### config.mk
export PLATFORM = sky130hd
export DESIGN_NAME = uart_cmd_sequencer
export DESIGN_NICKNAME = d
export VERILOG_FILES = /design/src/rtl/uart_cmd_pkg.sv /design/src/rtl/cmd_gap_timer.sv /design/src/rtl/uart_cmd_sequencer.sv
export SDC_FILE = /design/constraint.sdc
export NUM_CORES = 1
export LEC_CHECK = 0
export ABC_CLOCK_PERIOD_IN_PS = 4270
export BUFFER_PORTS_ARGS = -buffer_cell sky130_fd_sc_hd__buf_2
export CAP_MARGIN = 25
export CORE_MARGIN = 2
export CORE_UTILIZATION = 45
export CTS_BUF_LIST = sky130_fd_sc_hd__clkbuf_4
export CTS_CLUSTER_SIZE = 16
export DETAILED_ROUTE_END_ITERATION = 8
export GPL_ROUTABILITY_DRIVEN = 0
export PLACE_DENSITY = 0.75
export SLEW_MARGIN = 20
export SYNTH_ARGS = -nofsm -noshare
export SYNTH_HDL_FRONTEND = slang
export SYNTH_HIERARCHICAL = 1
export SYNTH_SLANG_ARGS = --single-unit
### constraint.sdc
create_clock -name clk -period 4.27 [get_ports clk]
set_clock_uncertainty 0.05 [all_clocks]
set_input_delay 0.2135 -clock clk [delete_from_list [all_inputs] [get_ports clk]]
set_output_delay 0.2135 -clock clk [all_outputs]
set_load 0.02 [all_outputs]
### src/rtl/uart_cmd_pkg.sv
// Shared constants and FSM state encoding for the UART command sequencer.
package uart_cmd_pkg;

    // Protocol bytes
    localparam logic [7:0] SOF    = 8'hA5;
    localparam logic [7:0] CMD_WR = 8'h57;
    localparam logic [7:0] CMD_RD = 8'h52;
    localparam logic [7:0] ACK    = 8'h06;
    localparam logic [7:0] NAK    = 8'h15;

    typedef enum logic [3:0] {
        IDLE,
        GET_CMD,
        GET_ADDR,
        GET_DATA,
        GET_CHK,
        EXEC,
        SEND1,
        WAIT1,
        SEND2,
        WAIT2
    } state_t;

    // True while a frame is being assembled and the inter-byte gap matters.
    function automatic logic is_get_state(input state_t s);
        return (s == GET_CMD) || (s == GET_ADDR) || (s == GET_DATA) || (s == GET_CHK);
    endfunction

endpackage

### src/rtl/cmd_gap_timer.sv
// Saturating idle-gap timer: counts enabled cycles since the last clear and
// flags expiry once TIMEOUT_CYCLES-1 is reached. Usable by any framed receiver.
module cmd_gap_timer #(
    parameter int TIMEOUT_CYCLES = 50000
) (
    input  logic clk,
    input  logic reset,
    input  logic clear,
    input  logic enable,
    output logic expired
);

    localparam int CW = (TIMEOUT_CYCLES > 1) ? $clog2(TIMEOUT_CYCLES) : 1;
    localparam logic [CW-1:0] LAST = CW'(TIMEOUT_CYCLES - 1);

    logic [CW-1:0] count;

    // Gap counter: clear wins, otherwise count while enabled and hold at LAST.
    // NOTE: sequential state uses non-blocking assignments so every flop samples pre-edge values.
    always_ff @(posedge clk or posedge reset) begin
        if (reset) begin
            count <= '0;
        end else if (clear) begin
            count <= '0;
        end else if (enable && (count != LAST)) begin
            count <= count + CW'(1);
        end
    end

    assign expired = enable && (count == LAST);

endmodule

### src/rtl/uart_cmd_sequencer.sv
// Frame-level command controller: assembles SOF/CMD/ADDR/DATA/CHK frames from
// the UART receiver, executes register reads/writes and returns ACK/NAK (plus
// read data) to the UART transmitter over a start/busy handshake.
module uart_cmd_sequencer
    import uart_cmd_pkg::*;
#(
    parameter int CLK_FREQ       = 50000000,
    parameter int TIMEOUT_CYCLES = 50000,
    parameter int NUM_REGS       = 16
) (
    input  logic       clk,
    input  logic       reset,
    input  logic [7:0] rx_data,
    input  logic       rx_valid,
    output logic [7:0] tx_data,
    output logic       tx_start,
    input  logic       tx_busy,
    output logic       reg_wr_en,
    output logic [3:0] reg_addr,
    output logic [7:0] reg_wr_data,
    input  logic [7:0] reg_rd_data,
    output logic       frame_err,
    output logic       busy
);

    // The register address port is 4 bits, so at most 16 registers exist.
    if (NUM_REGS < 1 || NUM_REGS > 16 || CLK_FREQ <= 0) begin : g_bad_params
        $error("uart_cmd_sequencer: unsupported parameter values");
    end

    localparam logic [7:0] NUM_REGS_B = 8'(NUM_REGS);

    state_t     state, state_nxt;
    logic       rx_valid_d;
    logic       byte_accept;
    logic       in_get;
    logic       gap_expired;
    logic [7:0] cmd_q;
    logic [7:0] addr_q;
    logic       frame_ok;
    logic       is_rd;
    logic [7:0] resp_data;
    logic       frame_good;
    logic       tx_start_nxt;
    logic [7:0] tx_data_nxt;
    logic       wr_en_nxt;
    logic       err_nxt;

    // One byte per rising edge of the receiver's level-valid.
    assign byte_accept = rx_valid && !rx_valid_d;
    assign in_get      = is_get_state(state);
    assign busy        = (state != IDLE);

    // Frame check evaluated against the CHK byte as it arrives.
    assign frame_good = (rx_data == (cmd_q ^ addr_q ^ reg_wr_data))
                     && ((cmd_q == CMD_WR) || (cmd_q == CMD_RD))
                     && (addr_q < NUM_REGS_B);

    cmd_gap_timer #(
        .TIMEOUT_CYCLES(TIMEOUT_CYCLES)
    ) u_gap_timer (
        .clk    (clk),
        .reset  (reset),
        .clear  (byte_accept || !in_get),
        .enable (in_get),
        .expired(gap_expired)
    );

    // Next-state and next-output decode.
    // NOTE: every signal gets a default first so no path through the case infers a latch.
    always_comb begin
        state_nxt    = state;
        tx_start_nxt = 1'b0;
        tx_data_nxt  = tx_data;
        wr_en_nxt    = 1'b0;
        err_nxt      = 1'b0;
        case (state)
            IDLE: begin
                if (byte_accept && (rx_data == SOF)) state_nxt = GET_CMD;
            end
            GET_CMD, GET_ADDR, GET_DATA: begin
                if (byte_accept) begin
                    state_nxt = (state == GET_CMD)  ? GET_ADDR :
                                (state == GET_ADDR) ? GET_DATA : GET_CHK;
                end else if (gap_expired) begin
                    state_nxt = IDLE;
                    err_nxt   = 1'b1;
                end
            end
            GET_CHK: begin
                if (byte_accept) begin
                    state_nxt = EXEC;
                    wr_en_nxt = frame_good && (cmd_q == CMD_WR);
                    err_nxt   = !frame_good;
                end else if (gap_expired) begin
                    state_nxt = IDLE;
                    err_nxt   = 1'b1;
                end
            end
            EXEC: begin
                // Request the first byte immediately when the transmitter is idle.
                state_nxt = SEND1;
                if (!tx_busy) begin
                    tx_start_nxt = 1'b1;
                    tx_data_nxt  = frame_ok ? ACK : NAK;
                end
            end
            SEND1: begin
                if (tx_start) begin
                    state_nxt = WAIT1;
                end else if (!tx_busy) begin
                    tx_start_nxt = 1'b1;
                    tx_data_nxt  = frame_ok ? ACK : NAK;
                end
            end
            WAIT1: begin
                if (!tx_busy) begin
                    if (frame_ok && is_rd) begin
                        state_nxt    = SEND2;
                        tx_start_nxt = 1'b1;
                        tx_data_nxt  = resp_data;
                    end else begin
                        state_nxt = IDLE;
                    end
                end
            end
            SEND2: begin
                if (tx_start) begin
                    state_nxt = WAIT2;
                end else if (!tx_busy) begin
                    tx_start_nxt = 1'b1;
                    tx_data_nxt  = resp_data;
                end
            end
            WAIT2: begin
                if (!tx_busy) state_nxt = IDLE;
            end
            default: state_nxt = IDLE;
        endcase
    end

    // State and registered outputs.
    always_ff @(posedge clk or posedge reset) begin
        if (reset) begin
            state     <= IDLE;
            tx_start  <= 1'b0;
            tx_data   <= 8'h00;
            reg_wr_en <= 1'b0;
            frame_err <= 1'b0;
        end else begin
            state     <= state_nxt;
            tx_start  <= tx_start_nxt;
            tx_data   <= tx_data_nxt;
            reg_wr_en <= wr_en_nxt;
            frame_err <= err_nxt;
        end
    end

    // Frame field capture, validation flags and read-data capture.
    always_ff @(posedge clk or posedge reset) begin
        if (reset) begin
            rx_valid_d  <= 1'b0;
            cmd_q       <= 8'h00;
            addr_q      <= 8'h00;
            reg_addr    <= 4'h0;
            reg_wr_data <= 8'h00;
            frame_ok    <= 1'b0;
            is_rd       <= 1'b0;
            resp_data   <= 8'h00;
        end else begin
            rx_valid_d <= rx_valid;
            if (byte_accept) begin
                case (state)
                    GET_CMD:  cmd_q <= rx_data;
                    GET_ADDR: begin
                        addr_q   <= rx_data;
                        reg_addr <= rx_data[3:0];
                    end
                    GET_DATA: reg_wr_data <= rx_data;
                    GET_CHK:  begin
                        frame_ok <= frame_good;
                        is_rd    <= (cmd_q == CMD_RD);
                    end
                    default: ;
                endcase
            end
            if ((state == EXEC) && frame_ok && is_rd) resp_data <= reg_rd_data;
        end
    end

endmodule

Word level (Yosys, flattened, before mapping)
Cells that the tools add are included.
- register bits: 70
- bits in latches: 0
- memory bits (writable): 0
- ROM bits: 0
- bits of input ports: 20
- logic and storage cells: 105
- memories: 0
- add/sub/neg operators: 1
- $mul: 0
- divide/modulo/power cells: 0
- magnitude comparators: 1
- equal/unequal tests: 24
- shift-type cells: 0
- multiplexer cells: 33
- bitwise operators: 2
- reductions and logical operators: 30
- operators by type and width (cell ; number):
    two-way mux 8 bit ; 6
    two-way mux 4 bit ; 9
    two-way mux 16 bit ; 2
    case mux 4 bit (8 select lines) ; 1
    case mux 8 bit (4 select lines) ; 1
    inequality test 2 bit, second input constant ; 9
    adder 16 x 1 -> 16 bit, second input constant ; 1
    == test 16 bit, second input constant ; 1
    == test 4 x 3 -> 1 bit, second input constant ; 4
    == test 8 x 7 -> 1 bit, second input constant ; 2
    inequality test 16 bit, second input constant ; 1
    XOR 8 bit ; 2
    logical AND 1 bit ; 10
    two-way mux 1 bit ; 9
    == test 4 x 2 -> 1 bit, second input constant ; 2
    == test 4 bit, second input constant ; 2
    == test 8 bit ; 1
    == test 8 bit, second input constant ; 1
    < comparator 8 x 5 -> 1 bit, second input constant ; 1
    AND reduction 2 bit ; 4
    nonzero test 4 bit ; 2
    two-way mux 3 bit ; 2
    AND reduction 6 bit ; 1
    logical OR 1 bit ; 5
    other kinds (10) ; 12

Longest topological paths before layout
- word-level depth: 8
- gate-level depth with buffers: 10
- gate-level depth less buffers: 9

By module
Netlist, hierarchy kept.
- modules (own cells, without submodules) (module ; instances ; cells each ; area each (sq um) ; seq. area each (sq um)):
    uart_cmd_sequencer ; 1 ; 222 ; 2652.5 ; 1251.2
    cmd_gap_timer ; 1 ; 90 ; 897.1 ; 400.4

Worst setup path before layout
No wires, ideal clock.
- kind: register to register
- from: reg u_gap_timer.count[0]
- to: reg state[1]
- library setup time: 0.125 ns
- arrival: 2.261 ns
- data required time: 4.095 ns
- setup slack: 1.835 ns
- cell stages (with the launch flop): 10
- path buffers: 0
- cells stage by stage: dfrtp_1 ha_1 or4bb_4 nor4_4 and2_2 nand2b_1 o21ai_0 mux2_2 nor2_1 mux2_2
- cells in the longest elaborated chain, start to end: 5
- ends and longest elaborated chain (what ; line ; text):
    start: declaration ; cmd_gap_timer.sv:16 ; logic [CW-1:0] count;
    start signal: assignment ; cmd_gap_timer.sv:26 ; count <= count + CW'(1);
    == test 16 bit (*) ; cmd_gap_timer.sv:30 ; assign expired = enable && (count == LAST);
    logical AND 1 bit (*) ; cmd_gap_timer.sv:30 ;
    named net gap_expired ; uart_cmd_sequencer.sv:37 ; logic gap_expired;
    two-way mux 4 bit (*) ; - ;
    two-way mux 4 bit, on equally long branches ; - ;
    case mux 4 bit (8 select lines) (*) ; - ;
    end signal: assignment ; uart_cmd_sequencer.sv:151 ; state <= state_nxt;
    end: declaration ; uart_cmd_sequencer.sv:33 ; state_t state, state_nxt;
The timed path passes the listed nets; every way through them passes the cells marked *.
A chain may end at the register's enable or synchronous reset.

Worst setup path after layout
- from: reg state[1]
- to: reg u_gap_timer.count[7]
- cells in the longest elaborated chain, start to end: 7
- ends and longest elaborated chain (what ; line ; text):
    == test 4 x 1 -> 1 bit / == test 4 x 2 -> 1 bit (equally long branches) ; uart_cmd_pkg.sv:26 ; return (s == GET_CMD) || (s == GET_ADDR) || (s == GET_DATA) || (s == GET_CHK);
    logical OR 1 bit (2 in a row) ; uart_cmd_pkg.sv:26 ;
    logical OR 1 bit (*) ; uart_cmd_pkg.sv:26 ;
    named net in_get ; uart_cmd_sequencer.sv:36 ; logic in_get;
    logical NOT 1 bit ; uart_cmd_sequencer.sv:64 ; .clear (byte_accept || !in_get),
    logical OR 1 bit ; uart_cmd_sequencer.sv:64 ;
    two-way mux 16 bit / nonzero test 2 bit (equally long branches) ; - ;
Marks and branches as above.

==> flow_metrics.tcl <==
set metrics [dict create \
    ir_worst_vdd_uv 357 \
    dp.cells 444 \
    clock-sinks 66 \
    multi_input_area_mm2 0.00176 \
    syn-num-nets 333 \
    end_kind "register" \
    status "finished, final reports clean" \
    synth_top_family_by_area "simple AND/OR/NAND/NOR gates" \
    avgSynthCellArea_um2 11.4 \
    drive_gt1_share_pct 32.1 \
    fin_crit_sh_pct 63.9 \
    numCtsBuffers 9 \
    slew_violations 0 \
    worstSetupPathType "register to register" \
    hpwl_um 4900 \
    wire_per_inst_um 14.7 \
    fmax_mhz 367 \
    swShare_pct 36.1 \
    synth_compound_area_share_pct 7.75 \
    cp.required_ns 4.53 \
    cp_max_fo 18 \
    tightest_slew_ns 0.658 \
    route.detailed.drc 0 \
    root_buffer "clkbuf_4" \
    clkTransAtPathRegs_ns 0.11 \
    routed-via-count 2483 \
    async_flop_share_pct 100 \
    grtUsageTotal_pct 17.7 \
    hold_violations 0 \
    drt_iter0_drc 51 \
    ant_nets 0 \
    yosysTopAreaCellShare_pct 46.5 \
    yosysMostFrequentCell "dfrtp_1" \
    synth_cell_type_count 58 \
    seq_area_frac_synth_pct 46.5 \
    initial_utilization_pct 46.2 \
    synth_ff_type "dfrtp_1" \
    vias_per_cell 5.28 \
    synth_edf_count 0 \
    dieHeight_um 92.8 \
    io_buffers 43 \
    synth.largest_area_cell "dfrtp_1" \
    syn2layout_area_growth_pct 16.0 \
    ctsHtreeMaxLevel 3 \
    io_pins 44 \
    syn_area_mm2 0.00355 \
    synth_cells 312 \
    dieArea_mm2 0.00861 \
    setup_tns_ns 0 \
    totalWireLength_um 6920 \
    grt_pass1_wl_um 11900 \
    firstDrtPassIters 4 \
    slew_headroom_pct 56.1 \
    nNetsFinal 384 \
    final_cell_count_no_fill 470 \
    clock_latency_ns 0.42 \
    core_area_mm2 0.00769 \
    diodes 0 \
    synth_seq_cells 66 \
    post_cts_buffers 0 \
    clockPowerShare_pct 23.8 \
    p_seq_share_pct 39.4 \
    grt_max_degree 32 \
    p_switching_uw 824 \
    grt_pass1_vias 2535 \
    clk_path_buf_depth 2 \
    grt_overflow 0 \
    cts_tree "done" \
    row_count 32 \
    setup_violations 0 \
    period_needed_ns 2.73 \
    synth_xor_area_share_pct 8.18 \
    power.density_mw_per_mm2 554 \
    utilization_pct 53.6 \
    dieWidth_um 92.8 \
    internal-power_uw 1460 \
    rsz0062_at_grt "no" \
    p_leak_uw 0.00194 \
    yosysWarnings 6 \
    pwr-share-comb_pct 36.8 \
    netlist_top_cells_count "66 x dfrtp_1, 36 x mux2_2, 21 x nand2_1" \
    synthMuxAreaShare_pct 15.0 \
    synthAdderAreaFrac_pct 0.352 \
    synthSimpleGateAreaFrac_pct 18.4 \
    synth.top_cells.by_area "dfrtp_1 47%, mux2_2 11%, xnor2_1 4.2%" \
    hp-class "primary input to register" \
    critPathArrivalTime_ns 2.99 \
    antenna_found_initial 0 \
    ff_latch_area_mm2 0.00165 \
    fillers 686 \
    cap_violations 0 \
    cp-start-kind "register" \
]
-- power groups by stage --
stage	logic, uW	registers [uW]	clock network (uW)
detailed placement	840	910	0
global route	925	920	574
global placement	816	901	0
finish	840	899	544
floorplan	721	881	0
CTS	849	898	554
-- state kept, by name, indices dropped and copies added, names as in the netlist, 3 cells and up --
signal / cells
addr_q: 5
cmd_q: 8
reg_addr: 3
reg_wr_data: 8
resp_data: 8
state: 4
tx_data: 8
u_gap_timer/count: 16
-- through the flow --
| step | hold WS, ns | total power [uW] | setup WS (ns) | instance area [um2] |
|---|---|---|---|---|
| after detailed placement | 0.293 | 1750 | 1.58 | 3830 |
| after CTS | 0.00775 | 2300 | 1.54 | 4120 |
| after global routing | 0.0345 | 2420 | 1.26 | 4120 |
| final | 0.0309 | 2280 | 1.54 | 4120 |
| after floorplan | 0.0772 | 1600 | 1.83 | 3550 |
| after global placement | 0.268 | 1720 | 1.62 | 3800 |
-- area by class of cell --
class	count	area share (%)
clock buffer	10	1.82
inverter	11	1.00
clock inverter	6	2.80
multi-input combinational	221	42.8
sequential	66	40.1
tap	102	3.10
timing repair buffer	54	8.33
-- worst max-delay path, cell delays in order, from the launching register on --
cell,delay [ns]
dfrtp_1,0.71
nor2_2,0.14
xor2_1,0.16
nor2_1,0.44
nand3_1,0.24
or4_1,0.55
mux2_1,0.32
-- worst paths after layout --
kind | from | endpoint | slack (ns) | depth (start not counted)
hold reg to reg | is_rd | is_rd | 0.47 | 2
max in group asynchronous | reset | resp_data[3] | 3.25 | 4
setup / recovery | state[1] | u_gap_timer/count[7] | 1.54 | 6
setup reg to reg | state[1] | u_gap_timer/count[7] | 1.54 | 6
min in group asynchronous | reset | u_gap_timer/count[10] | 0.36 | 3
hold / removal | tx_busy | state[0] | 0.03 | 2
-- cell families (layout without fill, tap and decap cells) --
kind of cell             Yosys count  in the layout
AO/OA/AOI/OAI                     38             38
XOR/XNOR                          30             30
adder cells (fa/ha/maj)            1              1
buffers and inverters             25             81
flip-flops                        66             66
multiplexers                      47             47
AND/OR/NAND/NOR                  105            105
-- metal layers --
layer  up-vias  share of wire (%)  GRT usage [%]  wire (um)
li1       1219                  -              -          -
met1      1208                 43           20.8       2950
met2        42                 51           30.1       3540
met3        14                3.7           4.48        253
met4         0                2.5           8.70        174
met5         -                  0              0          0
-- cell usage in the layout (no fill, tap or decap), types with 11 or more instances in the layout --
master / n
a21oi_1: 12
xnor2_1: 17
nor2_1: 19
nand3_1: 12
xor2_1: 11
buf_2: 43
mux2_2: 36
o21ai_0: 12
dfrtp_1: 66
nand2_1: 21
-- timing repair --
item                                   CTS  global route
endpoints found under the hold margin   55             0
hold buffers                            10             0
gates resized for setup                  0             0
No activity file was read; power rests on OpenSTA's default activity.
